--- config.mk ---
export PLATFORM = sky130hd
export DESIGN_NAME = bit_scan_serializer
export DESIGN_NICKNAME = d
export VERILOG_FILES = /design/src/rtl/bit_scan_serializer.sv
export SDC_FILE = /design/constraint.sdc
export NUM_CORES = 1
export LEC_CHECK = 0
export CAP_MARGIN = 20
export CORE_MARGIN = 2
export CORE_UTILIZATION = 47
export DETAILED_ROUTE_END_ITERATION = 6
export PLACE_DENSITY = 0.79
export SYNTH_ARGS = -nofsm -noshare
export SYNTH_HDL_FRONTEND = slang
export SYNTH_SLANG_ARGS = --single-unit
--- constraint.sdc ---
create_clock -name clock -period 4.1 [get_ports clock]
set_clock_uncertainty 0.15 [all_clocks]
set_input_delay 1.025 -clock clock [delete_from_list [all_inputs] [get_ports clock]]
set_output_delay 1.025 -clock clock [all_outputs]
set_load 0.02 [all_outputs]
--- src/rtl/bit_scan_serializer.sv ---
// Serializes a request vector into one-hot beats, lowest set bit first, with a last flag.
// Define BIT_SCAN_SERIALIZER_INDEX_EN to add the binary output_index port.
module bit_scan_serializer #(
  parameter int WIDTH = 8
`ifdef BIT_SCAN_SERIALIZER_INDEX_EN
  , localparam int INDEX_WIDTH = (WIDTH > 1) ? $clog2(WIDTH) : 1
`endif
) (
  input  logic             clock,
  input  logic             reset,
  input  logic [WIDTH-1:0] input_data,
  input  logic             input_valid,
  output logic             input_ready,
  output logic [WIDTH-1:0] output_one_hot,
  output logic             output_last,
  output logic             output_valid,
  input  logic             output_ready
`ifdef BIT_SCAN_SERIALIZER_INDEX_EN
  , output logic [INDEX_WIDTH-1:0] output_index
`endif
);

  typedef enum logic [0:0] {IDLE = 1'b0, SCAN = 1'b1} state_t;

  state_t           state;
  logic [WIDTH-1:0] pending;
  logic [WIDTH-1:0] lowest;
  logic             rest_empty;
  logic             scanning;

  // Two's-complement trick isolates the lowest set bit of the pending mask.
  assign lowest     = pending & ((~pending) + WIDTH'(1'b1));
  assign rest_empty = ((pending & ~lowest) == '0);
  assign scanning   = (state == SCAN) && !reset;

`ifdef BIT_SCAN_SERIALIZER_INDEX_EN
  function automatic logic [INDEX_WIDTH-1:0] encode(input logic [WIDTH-1:0] one_hot);
    logic [INDEX_WIDTH-1:0] idx;
    idx = '0;
    for (int i = 0; i < WIDTH; i++) begin
      if (one_hot[i]) begin
        idx = idx | INDEX_WIDTH'(i);
      end else begin
        idx = idx;
      end
    end
    return idx;
  endfunction
`endif

  // Output decode from the pending register; everything forced to zero outside SCAN or in reset.
  always_comb begin
    output_valid   = 1'b0;
    output_one_hot = '0;
    output_last    = 1'b0;
    input_ready    = 1'b0;
`ifdef BIT_SCAN_SERIALIZER_INDEX_EN
    output_index   = '0;
`endif
    if (reset) begin
      input_ready = 1'b0;
    end else if (scanning) begin
      output_valid   = 1'b1;
      output_one_hot = lowest;
      output_last    = rest_empty;
      input_ready    = output_ready && rest_empty;
`ifdef BIT_SCAN_SERIALIZER_INDEX_EN
      output_index   = encode(lowest);
`endif
    end else begin
      input_ready = 1'b1;
    end
  end

  // State and pending mask; a new vector is taken on the edge the last beat leaves.
  always_ff @(posedge clock) begin
    if (reset) begin
      state   <= IDLE;
      pending <= '0;
    end else begin
      case (state)
        IDLE: begin
          if (input_valid && (input_data != '0)) begin
            pending <= input_data;
            state   <= SCAN;
          end else begin
            pending <= '0;
            state   <= IDLE;
          end
        end
        SCAN: begin
          if (!output_ready) begin
            pending <= pending;
          end else if (!rest_empty) begin
            pending <= pending & ~lowest;
          end else if (input_valid && (input_data != '0)) begin
            pending <= input_data;
          end else begin
            pending <= '0;
            state   <= IDLE;
          end
        end
        default: begin
          state   <= IDLE;
          pending <= '0;
        end
      endcase
    end
  end

endmodule

==> run summary <==
WL final: 1830 um
Layout cells sized above 1: 13.8%
Top cell type by total area after synthesis: dfxtp_1
Synth Area per Inst: 7.81 sq um
Max Clock Freq: 259 MHz
Actual slew at the worst max-slew pin: 0.470 ns
Slew Viols, Final: 0
CTS resizes: 0
WL per Instance: 14.8 um
Die Ht: 41.8 um
Pin count of the biggest net entering global routing: 16
Core Area: 1320 sq um
Worst-Skew Late Latency: 0.27 ns
Final min period: 3.85 ns
Cell variety after synth: 34
Outcome: complete, no violations
EDFF count, synth: 0
Ports: 23
N_diodes: 0
Sw frac: 33.0%
GP Congestion: 0.810
Ys Warns: 0
PortBufs: 22
CTS Buf Count: 3
Root buffer cell: clkbuf_4
Critical path class: in2out
Antenna violations before repair: 0
Cell-internal power: 0.167 mW
Postcts setup bufs: 0
Setup TNS: 0 ns
Combinational power share: 29.5%
Initial DRC count: 22
H-tree Lvls: 1
DR DRC count: 0
Arr. time, crit path: 2.68 ns
Reg power frac: 41.3%
Routed via count: 771
Post-synth top area share: 26.8%
Iteration count of the initial detailed-routing pass: 4
TritonCTS Sinks: 9
Mapped Area: 672 sq um
Clock share of power: 29.2%
First-pass GRT wire length: 2860 um
Post-CTS Hold Fix Bufs: 0
Commonest cells post-synth: o21ai_0 (10), dfxtp_1 (9), nand2_1 (9)
Syn nets: 98
RSZ-0062 raised after global routing: no
Yosys reg bits: 9
Max_slew headroom: 67.8%
Fin crit share: 94.0%
Max stage delay on crit path: 0.63 ns
Area grow syn2layout: 38.5%
Crit Path Max Fanout: 8
Final Setup Violations: 0
Worst vdd ir: 0.000155 V
Most frequent CP cell: clkdlybuf4s50_1
Top_reg_cell synth: dfxtp_1
FP Rows: 13
Worst path slowest cell: clkdlybuf4s50_1
Required @ worst endpoint: 2.92 ns
Final Hold Fails: 0
Critical path startpoint category: input port
P_leak: 0.348 nW
Final Cell Area: 931 sq um
Post-detail-place hpwl: 1390 um
Clock transition at path regs: 0.07 ns
FFs w/ async S/R, synth: 0%
Overall Global Routing Usage: 21.5%
CTS Buffer Depth: 2
Final nets: 122
Initial Util: 51.0%
Hold WC Path Type: reg2reg
Via-per-instance ratio: 6.22
Dpl cell area: 902 sq um
Synthesized instance count: 86
Sequential share of the synthesized area: 26.8%
TritonCTS clock tree: yes
Most frequent cell after synthesis: o21ai_0
Worst-path cell chain: clkdlybuf4s50_1, nor2b_1, buf_4, nand2_1, nor3_1, clkdlybuf4s50_1
DIE AREA: 1750 sq um
Vias in the first global route: 661
ANT nets after route: 0
Grt total ovfl: 0
Crit. End Element: output pin
PwrDens: 268 nW/um^2
Psw: 0.0824 mW
Die Span X: 41.8 um
MaxCap Viol Count: 0
Synth top area cells: dfxtp_1 (27%), o21ai_0 (7.4%), nand2_1 (5.0%), a2111oi_4 (4.1%), nor2_1 (3.9%)
-- critical path: cells and delay by family --
family	cells	cell delay, ns
and+or+nand+nor	3	0.40
buffers and inverters	3	1.25
-- per-stage QoR --
stage          hold slack, ns  instances  total power, mW  setup slack [ns]  utilization [%]
3_5_place_dp            0.387        120            0.178             0.252             68.5
2_1_floorplan           0.334         86            0.149             0.538                -
5_1_grt                 0.432        124            0.260             0.143             70.7
4_1_cts                 0.398        124            0.250           0.00733             70.5
6_report                0.398        124            0.249             0.246             70.7
3_3_place_gp            0.374        120            0.176             0.296             68.5
-- layout make-up --
cell class / instances / area [sq um]
multi-input combinational: 69 / 453
timing repair buffer: 25 / 245
fill: 114 / 387
tap: 15 / 18.8
sequential: 9 / 180
clock buffer: 4 / 26.3
inverter: 2 / 7.51
-- registers in the layout, indices dropped and copies added, names as in the netlist --
signal and count:
state 1, pending 8
-- logic make-up after synthesis --
| logic type | after synthesis | synth area share [%] |
|---|---|---|
| flops | 9 | 26.8 |
| fa+ha+maj | 1 | 1.49 |
| buf+inv | 8 | 5.77 |
| simple gates | 45 | 38.0 |
| compound gates | 23 | 27.9 |
-- per-layer routing --
layer | wire length [um] | up-vias | global-route usage [%]
li1 | - | 380 | -
met4 | 64 | 0 | 12.3
met2 | 847 | 33 | 35.0
met1 | 798 | 351 | 25.3
met5 | 0 | - | 0
met3 | 119 | 7 | 5.65
-- cell usage in the layout, fill, tap and decap left out, types with 2 or more instances in the layout --
cell type         n
o21ai_0          10
nor2_1            7
nor3_1            4
or2_2             2
buf_4             3
nand2_1           9
dfxtp_1           9
nor3b_1           2
o32ai_1           2
nand4_1           2
o2111ai_1         2
inv_1             2
or3b_1            2
o2bb2ai_1         2
clkbuf_4          3
and4_1            2
or4_1             3
nor2b_1           2
clkdlybuf4s50_1  21
nand3_1           3
and2_2            2
-- power by group through the flow --
| stage | Clock (mW) | Combinational (mW) | Sequential (mW) |
|---|---|---|---|
| after floorplan | 0 | 0.0491 | 0.0995 |
| after CTS | 0.0741 | 0.0732 | 0.103 |
| final | 0.0728 | 0.0736 | 0.103 |
| after detailed placement | 0 | 0.0729 | 0.105 |
| after global placement | 0 | 0.0716 | 0.105 |
| after global routing | 0.0768 | 0.0795 | 0.104 |
-- final timing paths --
path / depth (start not counted) / to / from / slack, ns
setup reg to reg: 5 / pending[1]$_SDFFE_PP0P_ / pending[1]$_SDFFE_PP0P_ / 1.75
hold / removal: 2 / pending[7]$_SDFFE_PP0P_ / pending[7]$_SDFFE_PP0P_ / 0.40
setup / recovery: 6 / output_one_hot[7] / reset / 0.25
hold reg to reg: 2 / pending[7]$_SDFFE_PP0P_ / pending[7]$_SDFFE_PP0P_ / 0.40
No activity file was read; power rests on OpenSTA's default activity.
